[config.mk]
export PLATFORM = sky130hd
export DESIGN_NAME = alu_exec_stage
export DESIGN_NICKNAME = d
export VERILOG_FILES = /design/src/rtl/alu_exec_stage.sv
export SDC_FILE = /design/constraint.sdc
export NUM_CORES = 1
export LEC_CHECK = 0
export BUFFER_PORTS_ARGS = -buffer_cell sky130_fd_sc_hd__buf_2
export CORE_MARGIN = 1.5
export CORE_UTILIZATION = 50
export DETAILED_ROUTE_END_ITERATION = 10
export PLACE_DENSITY = 0.78
export SLEW_MARGIN = 20
export SYNTH_ARGS = -nofsm -noshare
export SYNTH_HDL_FRONTEND = slang
export SYNTH_SLANG_ARGS = --single-unit
[constraint.sdc]
create_clock -name clk -period 9.3 [get_ports clk]
set_clock_uncertainty 0.2 [all_clocks]
set_input_delay 0.465 -clock clk [delete_from_list [all_inputs] [get_ports clk]]
set_output_delay 0.465 -clock clk [all_outputs]
set_load 0.05 [all_outputs]
[src/rtl/alu_exec_stage.sv]
// Two-stage pipelined MIPS execute unit: stage 1 latches operands and forms the
// AND/OR/SUM/LESS candidates, stage 2 selects and registers result, zero, overflow, illegal.
module alu_exec_stage #(
  parameter int unsigned WIDTH = 32
) (
  input  logic             clk,
  input  logic             rst_n,
  input  logic             in_valid,
  output logic             in_ready,
  input  logic [WIDTH-1:0] op_a,
  input  logic [WIDTH-1:0] op_b,
  input  logic [3:0]       alu_ctl,
  output logic             out_valid,
  input  logic             out_ready,
  output logic [WIDTH-1:0] result,
  output logic             zero,
  output logic             overflow,
  output logic             illegal
);

  localparam int unsigned MSB = WIDTH - 1;

  localparam logic [3:0] CTL_AND = 4'b0000;
  localparam logic [3:0] CTL_OR  = 4'b0001;
  localparam logic [3:0] CTL_ADD = 4'b0010;
  localparam logic [3:0] CTL_SUB = 4'b0110;
  localparam logic [3:0] CTL_SLT = 4'b0111;

  typedef enum logic [1:0] {
    SEL_AND  = 2'b00,
    SEL_OR   = 2'b01,
    SEL_SUM  = 2'b10,
    SEL_LESS = 2'b11
  } sel_t;

  logic             v1;
  logic [WIDTH-1:0] a1;
  logic [WIDTH-1:0] b1;
  logic [3:0]       ctl1;

  logic             sub;
  logic             legal;
  logic             addsub;
  sel_t             sel;

  logic [WIDTH-1:0] b_eff;
  logic [WIDTH-1:0] sum;
  logic [WIDTH-1:0] and_r;
  logic [WIDTH-1:0] or_r;
  logic [WIDTH-1:0] less;
  logic [WIDTH-1:0] mux;
  logic             ovf;

  logic             s2_free;
  logic             adv;
  logic             accept;

  // Decode the latched ALU control into select, subtract and legality.
  always_comb begin
    sub    = 1'b0;
    legal  = 1'b1;
    addsub = 1'b0;
    sel    = SEL_AND;
    case (ctl1)
      CTL_AND: sel = SEL_AND;
      CTL_OR:  sel = SEL_OR;
      CTL_ADD: begin
        sel    = SEL_SUM;
        addsub = 1'b1;
      end
      CTL_SUB: begin
        sel    = SEL_SUM;
        sub    = 1'b1;
        addsub = 1'b1;
      end
      CTL_SLT: begin
        sel = SEL_LESS;
        sub = 1'b1;
      end
      default: legal = 1'b0;
    endcase
  end

  assign and_r = a1 & b1;
  assign or_r  = a1 | b1;
  assign b_eff = sub ? ~b1 : b1;
  assign sum   = a1 + b_eff + WIDTH'(sub);
  assign ovf   = (a1[MSB] == b_eff[MSB]) && (sum[MSB] != a1[MSB]);
  // Sign of the true difference, corrected for overflow.
  assign less  = {{(WIDTH-1){1'b0}}, sum[MSB] ^ ovf};

  always_comb begin
    mux = '0;
    case (sel)
      SEL_AND:  mux = and_r;
      SEL_OR:   mux = or_r;
      SEL_SUM:  mux = sum;
      SEL_LESS: mux = less;
      default:  mux = '0;
    endcase
    if (!legal) mux = '0;
  end

  assign s2_free  = !out_valid || out_ready;
  assign adv      = v1 && s2_free;
  assign in_ready = !v1 || s2_free;
  assign accept   = in_valid && in_ready;

  // Stage 1: operand capture.
  always_ff @(posedge clk) begin
    if (!rst_n) begin
      v1   <= 1'b0;
      a1   <= '0;
      b1   <= '0;
      ctl1 <= '0;
    end else begin
      if (accept) begin
        a1   <= op_a;
        b1   <= op_b;
        ctl1 <= alu_ctl;
      end
      v1 <= accept || (v1 && !adv);
    end
  end

  // Stage 2: selected result held for MEM until consumed.
  always_ff @(posedge clk) begin
    if (!rst_n) begin
      out_valid <= 1'b0;
      result    <= '0;
      zero      <= 1'b0;
      overflow  <= 1'b0;
      illegal   <= 1'b0;
    end else begin
      if (adv) begin
        result   <= mux;
        zero     <= (mux == '0);
        overflow <= legal && addsub && ovf;
        illegal  <= !legal;
      end
      out_valid <= adv || (out_valid && !out_ready);
    end
  end

endmodule

# [After elaboration in Yosys (flattened, before gate mapping)]
# Cells that the tools add are included.
[classes] eq_ne=9 add_sub_neg=2 reduce_logical=22 bitwise_logic=4 mux=7
[ops] cell="$pmux W32 S4" n=1
[ops] cell="$mux W32" n=2
[ops] cell="$add A32 B1 Y32" n=1
[ops] cell="$add A32 B32 Y32" n=1
[ops] cell="$and A32 B32 Y32" n=1
[ops] cell="$logic_not A32 Y1" n=1
[ops] cell="$not A32 Y32" n=1
[ops] cell="$or A32 B32 Y32" n=1
[ops] cell="$eq A4 B3 Y1 const B" n=2
[ops] cell="$logic_and A1 B1 Y1" n=7
[ops] cell="$pmux W2 S3" n=1
[ops] cell="$logic_not A1 Y1" n=5
[ops] cell="$reduce_or A5 Y1" n=1
[ops] cell="$eq A2 B2 Y1 const B" n=2
[ops] cell="$eq A4 B1 Y1 const B" n=1
[ops] cell="$eq A4 B2 Y1 const B" n=1
[ops] cell="$logic_not A4 Y1" n=1
[ops] cell="$logic_or A1 B1 Y1" n=4
[ops] cell="$reduce_or A2 Y1" n=2
[ops] cell="$mux W1" n=3
[ops] cell="$eq A2 B1 Y1 const B" n=1
[ops] cell="$logic_not A2 Y1" n=1
[ops] cell="$eq A1 B1 Y1" n=1
[ops] cell="$ne A1 B1 Y1" n=1
[ops] cell="$xor A1 B1 Y1" n=1
[word_totals] wordCells=53 inputBits=72 register_bits=105

# [Depth between registers and ports, before layout]
# Gate-level depths: netlist (run 1).
[logic_depth] ltp_word=12 depth_mapped=17 mapped_depth_nobuf=15

# [Worst setup path before layout (run 1)]
# Ideal clock, no wire load.
[synth_timing] path_kind="flip-flop to flip-flop" from="register ctl1[3]" to="register zero" path_stages_with_launch=18 setup_time_ns=0.087 required_time_ns=9.013 synth_period_minus_slack_ns=4.394 arrival_ns=4.107 setup_slack_ns=4.906 path_cell_list="dfxtp_1 -> buf_2 -> inv_2 -> nand3_1 -> buf_1 -> xnor2_1 -> inv_1 -> fa_1 -> nand2b_1 -> a211oi_2 -> o21ai_1 -> and4_1 -> nor3_1 -> nand4_1 -> a2111oi_2 -> nand4_1 -> or4_1 -> o31ai_1"
[synth_via] elab_chain_cells=12
[synth_rtl] element="start, declared" line_no="39" rtl="logic [3:0] ctl1;"
[synth_rtl] element="start signal, assigned" line_no="120" rtl="ctl1 <= alu_ctl;"
[synth_rtl] element="$eq A4 B3 Y1" line_no="64" rtl="case (ctl1)"
[synth_rtl] element="$reduce_or A2 Y1 (no line)"
[synth_rtl] element="$mux W1" line_no="64"
[synth_rtl] element="$mux W32" line_no="86" rtl="assign b_eff = sub ? ~b1 : b1;"
[synth_rtl] element="$add A32 B32 Y32" line_no="87" rtl="assign sum = a1 + b_eff + WIDTH'(sub);"
[synth_rtl] element="$add A32 B1 Y32" line_no="87"
[synth_rtl] element="$ne A1 B1 Y1" line_no="88" rtl="assign ovf = (a1[MSB] == b_eff[MSB]) && (sum[MSB] != a1[MSB]);"
[synth_rtl] element="$logic_and A1 B1 Y1" line_no="88"
[synth_rtl] element="$xor A1 B1 Y1" line_no="90" rtl="assign less = {{(WIDTH-1){1'b0}}, sum[MSB] ^ ovf};"
[synth_rtl] element="$pmux W32 S4" line_no="94" rtl="case (sel)"
[synth_rtl] element="$mux W32 (*)" line_no="101" rtl="if (!legal) mux = '0;"
[synth_rtl] element="$logic_not A32 Y1 (*)" line_no="137" rtl="zero <= (mux == '0);"
[synth_rtl] element="end signal, assigned" line_no="137"
[synth_rtl] element="end, declared" line_no="16" rtl="output logic zero,"
# Mark *: on every way between the ends. The rest lies on a longest branch, timed or not.
# A chain may end at the register's enable or synchronous reset.

# [Worst setup path after layout (run 1)]
# Ends and elaborated chain as after synthesis.

==> metrics.md, run 1 <==
| Metric | Value |
|---|---|
| Status | finished, final reports clean |
| Sequential power share | a little over two fifths |
| CTS tree | done |
| Placed Instances | about 1200 |
| Clk root buf | clkbuf_16 |
| Worst EP arrival | ~4.8 ns |
| Final Cycle Share | 50.6% |
| Synth Register Bits | 105 |
| Comb pwr share | a little over a fifth |
| Peak fanout along the critical path | 30 |
| Largest cells by area after synthesis | dfxtp_1 (31%), nand2_1 (12%), a21oi_1 (10%), ha_1 (6.0%), xnor2_1 (5.1%) |
| Slew Viols, Final | 0 |
| Routed len/inst | 16.7 um |
| Clock transition at path regs | ~0.08 ns |
| Post-CTS Setup Bufs | 0 |
| Core area | roughly 13000 um2 |
| # hold bufs at CTS | 0 |
| Hold WC Path Type | primary input to flop |
| Sw Ratio | a little under a third |
| RSZ-0062 raised after global routing | no |
| Netlist cell types | 69 |
| Later-pin clock latency in the skew report | between 0.3 and 0.4 ns |
| Fillers | between 1000 and 1500 |
| Final Hold Vio Count | 0 |
| CP endpoint | zero |
| Most frequent cells in the layout | nand2_1 (215), a21oi_1 (136), buf_2 (108) |
| Cells on Worst Hold Path | 3 |
| Cells after Synth | ~940 |
| Power per cell area | around 150 nW/um2 |
| Crit. Startpoint | ctl1[3] |
| Reg2reg end | zero |
| Residual DRC count | 0 |
| Synth top area share | between 30% and 40% |
| Maximum vdd drop | approximately 0.09 mV |
| Overflow after GRT | 0 |
| Clock Power Share | a little under two fifths |
| Worst Path Required | between 9 and 10 ns |
| Final min period | 4.71 ns |
| CP Class | flop to flop |
| Die area | around 14000 um2 |
| R2r setup slk | 4.59 ns |
| Post-route setup TNS | 0 ns |
| Clk sink count | between 100 and 150 |
| Io pins | 109 |
| Num CTS Buffers | 9 |
| Commonest non-fill, non-tap cell in the layout | nand2_1 |
| Drt via density | ~5.8 |
| First-pass GRT wire length | 32300 um |
| Max-cap violations | 0 |
| Yosys warning count | 0 |
| ANT cells | 0 |
| Finish-stage setup viols | 0 |
| H-tree depth | 3 |
| Final wirelength | between 15000 and 20000 um |
| Largest net degree at the start of global routing | 69 |
| Fin cells | approximately 1200 |
| Port Buffers | roughly 110 |
| Int Pwr | between 0.8 and 0.9 mW |
| Leak pwr | between 3 and 4 nW |
| Reg2Reg Depth | 15 |
| Sequential area share after synthesis | between 30% and 40% |
| Number of global-route vias before repair | 6454 |
| Worst-margin pin slew | ~1.1 ns |
| Final ANT Viol Nets | 0 |
| Crit. End Element | flop |
| First-pass DRT Iterations | 5 |
| Tot Pwr | 1.20 mW |
| Hold path start | op_a[2] |
| Area occupied by registers | 2100 um2 |
| Area of the multi-input gates | ~4400 um2 |
| CTS resizes | 0 |
| Top_reg_cell synth | dfxtp_1 |
| Gr usage total | 28.1% |
| Async SR Flop Fraction | 0% |
| HPWL after DPL | approximately 14000 um |
| Initial Util | around 51% |
| Via count | 6952 |
| FMAX | roughly 210 MHz |
| Num rows | 42 |
| Crit Reg-Reg Startpoint | ctl1[3] |
| Die height | roughly 120 um |
| Slew HR | just under 30% |
| Synth Net Count | 1048 |
| Layout cells sized above 1 | ~14% |
| Area leader, netlist | dfxtp_1 |
| Detailed Route Iter0 Violations | about 450 |
| Sw Pwr | between 0.3 and 0.4 mW |
| CTS Buffer Depth | 2 |
| Area delta synth->final | 13.6% |
| EDFF count, synth | 0 |
| Cell area after synthesis | 6840 um2 |
| Syn avg cell area | between 7 and 8 um2 |
| Initial antenna violation count | 0 |
| Die W | between 100 and 150 um |
| Crit path launch type | flop |
| GP Congestion | about 0.99 |
| Nets | 1114 |
kinds of logic after synthesis:
logic type               Yosys count  share of synthesized area [%]
adder cells (fa/ha/maj)           48                           8.38
buffers and inverters             75                           4.45
multiplexers                       5                          0.750
XOR/XNOR                          51                           6.53
AO/OA/AOI/OAI                    286                           25.5
AND/OR/NAND/NOR                  372                           23.6
flip-flops                       105                           30.7
per-layer routing:
| layer | global-route usage, % | up-vias | share of wire (%) |
|---|---|---|---|
| met2 | 43.8 | 281 | 44 |
| met4 | 11.1 | 0 | 2.2 |
| li1 | - | 3445 | - |
| met3 | 4.90 | 36 | 8.1 |
| met1 | 38.4 | 3190 | 46 |
| met5 | 0 | - | 0 |
power groups by stage:
stage	clock [mW]	sequential, mW	combinational [mW]
4_1_cts	0.447	0.500	0.259
2_1_floorplan	0	0.531	0.164
6_report	0.441	0.500	0.262
5_1_grt	0.459	0.504	0.287
3_3_place_gp	0	0.509	0.255
3_5_place_dp	0	0.510	0.257
metrics by stage:
stage	hold WS [ns]	utilization (%)	area (um2)	setup WS [ns]
6_report	0.126	58.4	7760	4.59
3_3_place_gp	0.245	55.8	7420	4.81
2_1_floorplan	0.250	-	6840	4.91
5_1_grt	0.138	58.4	7760	4.27
4_1_cts	0.120	58.4	7760	4.64
3_5_place_dp	0.243	55.8	7420	4.67
worst max-delay path: stages (launching register included):
cell	delay, ns
dfxtp_1	0.53
inv_2	0.12
nand3_2	0.10
buf_4	0.49
xnor2_1	0.14
ha_1	0.38
nand2b_1	0.10
a211oi_2	0.28
o21ai_1	0.28
o41ai_1	0.57
nor2_1	0.15
xnor2_1	0.16
a22oi_1	0.25
nand4_1	0.12
or4_1	0.51
o31ai_1	0.23
synthesized netlist by cell type (5+ instances only):
cell type	count
nand2_1	216
a22oi_1	14
inv_1	12
nor2b_1	7
o21a_1	8
clkbuf_1	44
xnor2_1	40
nor3_1	21
a21o_1	11
o211ai_1	5
nand4_1	13
and2_1	7
nand2b_1	9
a211oi_1	21
dfxtp_1	105
buf_1	11
a21oi_1	136
o21ai_1	8
nand3_1	11
o21ai_0	36
or3_1	5
xor2_1	11
ha_1	33
maj3_1	14
nor2_1	65
worst min path at each step:
stage	endpoint
floorplan	a1[16]
global placement	result[2]
detailed placement	illegal
CTS	b1[0]
global route	b1[0]
finish	a1[2]
sequential cells by signal (all words and copies together), names as in the netlist:
| signal | cells |
|---|---|
| v1 | 1 |
| result | 32 |
| zero | 1 |
| ctl1 | 4 |
| overflow | 1 |
| illegal | 1 |
| out_valid | 1 |
| b1 | 32 |
| a1 | 32 |
final cells by class:
class                           instances  share of cell area, %
Clock inverter                          6                   1.45
Clock buffer                           10                   2.95
Timing Repair Buffer                  116                   7.74
Tap cell                              176                   2.84
Sequential cell                       105                   27.1
Inverter                               14                  0.677
Multi-Input combinational cell        762                   57.3
Note: power is estimated with default switching activity, not from simulation.
==> run 2, diff against run 1 <==
Settings changed: PLACE_DENSITY 0.78 to 0.81.
Clock period 9.3 ns to 3.8 ns, I/O delays scaled along.
==> metrics.md, run 2 (same netlist as run 1, synthesis figures left out) <==
| Metric | Value |
|---|---|
| Crit-path slowest cell | or4_1 (was o41ai_1) |
| Hold WC Path Type | primary input to flop (unchanged) |
| Die height | 120 um (unchanged) |
| Top flop regs | a1 (32), b1 (32), result (32) (unchanged) |
| Drt via density | 5.84 (was 5.85) |
| Core area | 13300 um2 (unchanged) |
| Num CTS Buffers | 9 (unchanged) |
| Final Util | 71.8% (was 58.4%) |
| Fin Hold WS | 0.0382 ns (was 0.126 ns) |
| Port Buffers | 108 (unchanged) |
| Status | finished, violations left (was finished, final reports clean) |
| Crit. End Element | flop (unchanged) |
| Crit-path cells | inv_2, nand3_4, buf_12, buf_16, buf_4, xnor2_1, ha_1, a21oi_2, or3b_1, o22a_1, o21ai_1, xnor2_1, a21oi_1, nand2_1, or4_1, o31ai_1 (was inv_2, nand3_2, buf_4, xnor2_1, ha_1, nand2b_1, a211oi_2, o21ai_1, o41ai_1, nor2_1, xnor2_1, a22oi_1, nand4_1, or4_1, o31ai_1) |
| Via count | 7896 (was 6952) |
| CP most frequent cell | xnor2_1 (unchanged) |
| Area delta synth->final | 39.6% (was 13.6%) |
| H-tree depth | 3 (unchanged) |
| Io pins | 109 (unchanged) |
| HPWL after DPL | 15700 um (was 14400 um) |
| Clk sink count | 105 (unchanged) |
| Clock transition at path regs | 0.07 ns (was 0.08 ns) |
| Most frequent cells in the layout | nand2_1 (211), a21oi_1 (124), buf_2 (108) (was nand2_1 (215), a21oi_1 (136), buf_2 (108)) |
| Routed len/inst | 17.3 um (was 16.7 um) |
| First-pass GRT wire length | 36400 um (was 32300 um) |
| Cells on Worst Hold Path | 3 (unchanged) |
| Maximum vdd drop | 0.342 mV (was 0.0888 mV) |
| First-pass DRT Iterations | 6 (was 5) |
| Die W | 120 um (unchanged) |
| Layout cells sized above 1 | 25.0% (was 14.2%) |
| Final min period | 3.86 ns (was 4.71 ns) |
| Fin cells | 1353 (was 1189) |
| Die area | 14400 um2 (unchanged) |
| CP peak stage delay | 0.42 ns (was 0.57 ns) |
| Slew Viols, Final | 0 (unchanged) |
| Sw Ratio | 31.0% (about the same) |
| Initial Util | 51.4% (unchanged) |
| Finish-stage setup viols | 1 (was 0) |
| Worst Path Required | 3.88 ns (was 9.38 ns) |
| CTS tree | done (unchanged) |
| Worst EP arrival | 3.94 ns (was 4.79 ns) |
| Clock Power Share | 34.0% (was 36.7%) |
| Peak fanout along the critical path | 8 (was 30) |
| Slew HR | 26.9% (was 28.9%) |
| Largest net degree at the start of global routing | 69 (unchanged) |
| Detailed Route Iter0 Violations | 623 (was 452) |
| Crit path launch type | flop (unchanged) |
| Comb pwr share | 27.1% (was 21.8%) |
| Int Pwr | 2.16 mW (was 0.830 mW) |
| Num rows | 42 (unchanged) |
| Final wirelength | 23500 um (was 19900 um) |
| CTS Buffer Depth | 2 (unchanged) |
| Final non-filler cell area | 9540 um2 (was 7760 um2) |
| ANT cells | 0 (unchanged) |
| Sequential power share | 39.0% (was 41.6%) |
| Worst Setup Slack, final | -0.0588 ns (was 4.59 ns) |
| Sw Pwr | 0.970 mW (was 0.373 mW) |
| Placed Instances | 1250 (was 1173) |
| Residual DRC count | 0 (unchanged) |
| Commonest non-fill, non-tap cell in the layout | nand2_1 (unchanged) |
| Later-pin clock latency in the skew report | 0.36 ns (was 0.37 ns) |
| CP Class | flop to flop (unchanged) |
| Final ANT Viol Nets | 0 (unchanged) |
| GP Congestion | 1.00 (was 0.986) |
| Worst-margin pin slew | 1.10 ns (was 1.06 ns) |
| RSZ-0062 raised after global routing | yes (was no) |
| Initial antenna violation count | 0 (unchanged) |
| Overflow after GRT | 0 (unchanged) |
| Reg2Reg Depth | 16 (was 15) |
| Number of global-route vias before repair | 7284 (was 6454) |
| Power per cell area | 328 nW/um2 (was 155 nW/um2) |
| Clk root buf | clkbuf_16 (unchanged) |
| Gr usage total | 31.8% (was 28.1%) |
| Final Hold Vio Count | 0 (unchanged) |
| FMAX | 259 MHz (was 212 MHz) |
| Leak pwr | 4.15 nW (was 3.29 nW) |
| Placed inst area | 8060 um2 (was 7420 um2) |
| Final Cycle Share | 102% (was 50.6%) |
| Max-cap violations | 0 (unchanged) |
| Failing checks | negative setup slack |
| Nets | 1279 (was 1114) |
-- run 2: timing repair --
| action | CTS | global route |
|---|---|---|
| setup endpoints to repair | 2 | 5 |
| hold buffers | 70 | 0 |
| resized for setup | 22 | 42 |
| gates cloned | 1 | 0 |
| buffers inserted | 11 | 6 |
| hold endpoints to repair | 70 | 0 |
| pin swaps | 20 | 30 |
-- run 2: per-stage QoR --
stage	setup TNS (ns)	setup slack [ns]	power, mW
after floorplan	0	0.0170	1.70
after global placement	-0.0233	-0.0233	1.95
after detailed placement	-0.181	-0.147	1.96
after CTS	-0.00882	-0.00882	3.07
after global routing	-0.254	-0.193	3.24
final	-0.0588	-0.0588	3.13
-- run 2: layout make-up --
| cell class | instances | area, um2 |
|---|---|---|
| Fill cell | 1024 | 3750 |
| Sequential cell | 105 | 2110 |
| Clock inverter | 6 | 108 |
| Inverter | 14 | 52.6 |
| Clock buffer | 9 | 225 |
| Multi-Input combinational cell | 762 | 4760 |
| Timing Repair Buffer | 281 | 2070 |
| Tap cell | 176 | 220 |
-- run 2: path summary, 6_finish.rpt --
check / from / end / slack [ns]
hold reg to reg: result[4] / result[4] / 0.27
setup reg to reg: ctl1[3] / zero / -0.06
setup / recovery: ctl1[3] / zero / -0.06
hold / removal: rst_n / result[20] / 0.04
-- run 2: power by group through the flow --
stage                     Combinational (mW)  Clock, mW  Sequential, mW
final                                  0.847       1.06            1.22
after global routing                   0.907       1.10            1.23
after CTS                              0.795       1.06            1.22
after detailed placement               0.720          0            1.24
after global placement                 0.711          0            1.24
after floorplan                        0.405          0            1.30
-- run 2: routing by layer --
layer  global-route usage, %  wire length (um)  vias to the layer above
met2                    53.3             10900                      388
li1                        -                 -                     3784
met1                    39.9              9780                     3644
met5                       0                 0                        -
met3                    6.37              1890                       80
met4                    13.2               843                        0
-- run 2: critical path: cells and delay by family, from the launching register on --
kind                     cells  cell delay [ns]
AO/OA/AOI/OAI                5             1.01
XOR/XNOR                     2             0.23
adder cells (fa/ha/maj)      1             0.40
buffers and inverters        4             0.53
flip-flops                   1             0.34
AND/OR/NAND/NOR              4             1.05
==> run 3, diff against run 2 <==
Settings changed: TNS_END_PERCENT set to 10.
==> metrics.md, run 3 (same netlist as run 1, synthesis figures left out) <==
| Metric | Value |
|---|---|
| Later-pin clock latency in the skew report | 0.36 ns (about the same) |
| Final wirelength | 23500 um (about the same) |
| Finish-stage setup viols | 1 (unchanged) |
| Slew HR | 28.6% (was 26.9%) |
| Crit. End Element | flop (unchanged) |
| First-pass DRT Iterations | 5 (was 6) |
| Largest net degree at the start of global routing | 69 (unchanged) |
| Via count | 7827 (was 7896) |
| Num rows | 42 (unchanged) |
| ANT cells | 0 (unchanged) |
| Detailed Route Iter0 Violations | 619 (was 623) |
| H-tree depth | 3 (unchanged) |
| Io pins | 109 (unchanged) |
| FMAX | 257 MHz (was 259 MHz) |
| Die area | 14400 um2 (unchanged) |
| Nets | 1279 (unchanged) |
| Sw Pwr | 0.967 mW (was 0.970 mW) |
| Sequential power share | 39.0% (about the same) |
| CTS Buffer Depth | 2 (unchanged) |
| Met3 wire len | 1950 um (was 1890 um) |
| Die W | 120 um (unchanged) |
| Clock transition at path regs | 0.07 ns (about the same) |
| RSZ-0062 raised after global routing | yes (unchanged) |
| Fin cells | 1353 (unchanged) |
| Clk root buf | clkbuf_16 (unchanged) |
| Placed inst area | 8060 um2 (unchanged) |
| Max-cap violations | 0 (unchanged) |
| Initial Util | 51.4% (unchanged) |
| Layout cells sized above 1 | 24.8% (was 25.0%) |
| Commonest non-fill, non-tap cell in the layout | nand2_1 (unchanged) |
| Int Pwr | 2.16 mW (about the same) |
| Port Buffers | 108 (unchanged) |
| Maximum vdd drop | 0.342 mV (about the same) |
| First-pass GRT wire length | 36400 um (unchanged) |
| Final min period | 3.89 ns (was 3.86 ns) |
| Final non-filler cell area | 9530 um2 (was 9540 um2) |
| Initial antenna violation count | 0 (unchanged) |
| Status | finished, violations left (unchanged) |
| Power per cell area | 328 nW/um2 (about the same) |
| Final Hold Vio Count | 0 (unchanged) |
| Area delta synth->final | 39.4% (was 39.6%) |
| Crit-path cells | inv_2, nand3_4, buf_12, buf_16, buf_4, xnor2_1, ha_1, a21oi_1, o21ai_0, a21oi_1, nor2_1, a21oi_2, o31ai_1, nor2_1, nand2_1, or4_1, o31ai_1 (was inv_2, nand3_4, buf_12, buf_16, buf_4, xnor2_1, ha_1, a21oi_2, or3b_1, o22a_1, o21ai_1, xnor2_1, a21oi_1, nand2_1, or4_1, o31ai_1) |
| Overflow after GRT | 0 (unchanged) |
| Worst EP arrival | 3.96 ns (was 3.94 ns) |
| Top Metal Used | met4 (unchanged) |
| Failing checks | negative setup slack (unchanged) |
| Final ANT Viol Nets | 0 (unchanged) |
| Routed len/inst | 17.3 um (about the same) |
| Crit path launch type | flop (unchanged) |
| HPWL after DPL | 15700 um (unchanged) |
| Clock Power Share | 33.9% (was 34.0%) |
| Most frequent cells in the layout | nand2_1 (211), a21oi_1 (124), buf_2 (108) (unchanged) |
| Slew Viols, Final | 0 (unchanged) |
| Bufs and invs on worst path | 4 (unchanged) |
| GP Congestion | 1.00 (unchanged) |
| Gr usage total | 31.8% (unchanged) |
| Met1 WL | 9660 um (was 9780 um) |
| Hold WC Path Type | primary input to flop (unchanged) |
| Final Cycle Share | 102% (about the same) |
| Comb pwr share | 27.1% (about the same) |
| Critical path's top delay family | compound AO/OA/AOI/OAI gates (was simple AND/OR/NAND/NOR gates) |
| Die height | 120 um (unchanged) |
| Crit-path slowest cell | or4_1 (unchanged) |
| CP peak stage delay | 0.52 ns (was 0.42 ns) |
| Worst-margin pin slew | 1.07 ns (was 1.10 ns) |
| Drt via density | 5.78 (was 5.84) |
| CTS tree | done (unchanged) |
| Worst Setup Slack, final | -0.0853 ns (was -0.0588 ns) |
| Number of global-route vias before repair | 7284 (unchanged) |
| CP Class | flop to flop (unchanged) |
| Residual DRC count | 0 (unchanged) |
| Worst Path Required | 3.88 ns (about the same) |
| Leak pwr | 4.14 nW (was 4.15 nW) |
| Peak fanout along the critical path | 7 (was 8) |
| Post-route setup TNS | -0.0853 ns (was -0.0588 ns) |
| Sw Ratio | 30.9% (was 31.0%) |
| Placed Instances | 1250 (unchanged) |
| Top flop regs | a1 (32), b1 (32), result (32) (unchanged) |
| Core area | 13300 um2 (unchanged) |
| Num CTS Buffers | 9 (unchanged) |
| Clk sink count | 105 (unchanged) |
| Wire length on met2 | 11000 um (was 10900 um) |
## run 3: layout make-up
cell class	instances	area (um2)
Multi-Input combinational cell	762	4740
Fill cell	1029	3760
Sequential cell	105	2110
Timing Repair Buffer	281	2070
Clock buffer	9	225
Tap cell	176	220
Clock inverter	6	108
Inverter	14	52.6
## run 3: path summary, 6_finish.rpt
path | end | cells after the start | slack, ns | start
max reg2reg | zero | 17 | -0.09 | ctl1[3]
max | zero | 17 | -0.09 | ctl1[3]
min | result[20] | 3 | 0.03 | rst_n
min reg2reg | result[4] | 2 | 0.27 | result[4]
## run 3: what timing repair did
| item | in CTS | in global routing |
|---|---|---|
| endpoints found under the setup margin | 2 | 5 |
| hold endpoints to repair | 70 | 0 |
| buffers inserted | 11 | 6 |
| resized for setup | 22 | 40 |
| hold buffers | 70 | 0 |
| pin swaps | 20 | 23 |
| cloned | 1 | 0 |
## run 3: stage by stage
step / hold slack (ns) / util, % / power [mW] / worst slack, ns
6_report: 0.0308 / 71.7 / 3.13 / -0.0853
5_1_grt: 0.0373 / 71.7 / 3.24 / -0.191
4_1_cts: 0.0124 / 70.1 / 3.07 / -0.00882
3_5_place_dp: 0.236 / 60.6 / 1.96 / -0.147
3_3_place_gp: 0.230 / 60.6 / 1.95 / -0.0233
2_1_floorplan: 0.107 / - / 1.70 / 0.0170
## run 3: tightest hold or removal path, stage by stage
cell	delay, ns
buf_2	0.20
o21ai_0	0.11
a21oi_1	0.04
## run 3: power by group through the flow
stage,combinational (mW),sequential (mW),clock [mW]
finish,0.846,1.22,1.06
global placement,0.711,1.24,0
CTS,0.795,1.22,1.06
global route,0.906,1.23,1.10
detailed placement,0.720,1.24,0
floorplan,0.405,1.30,0
## run 3: routing by layer
layer | global-route usage, % | vias up
met5 | 0 | -
met4 | 13.2 | 0
met3 | 6.37 | 78
met2 | 53.3 | 358
met1 | 39.9 | 3611
li1 | - | 3780
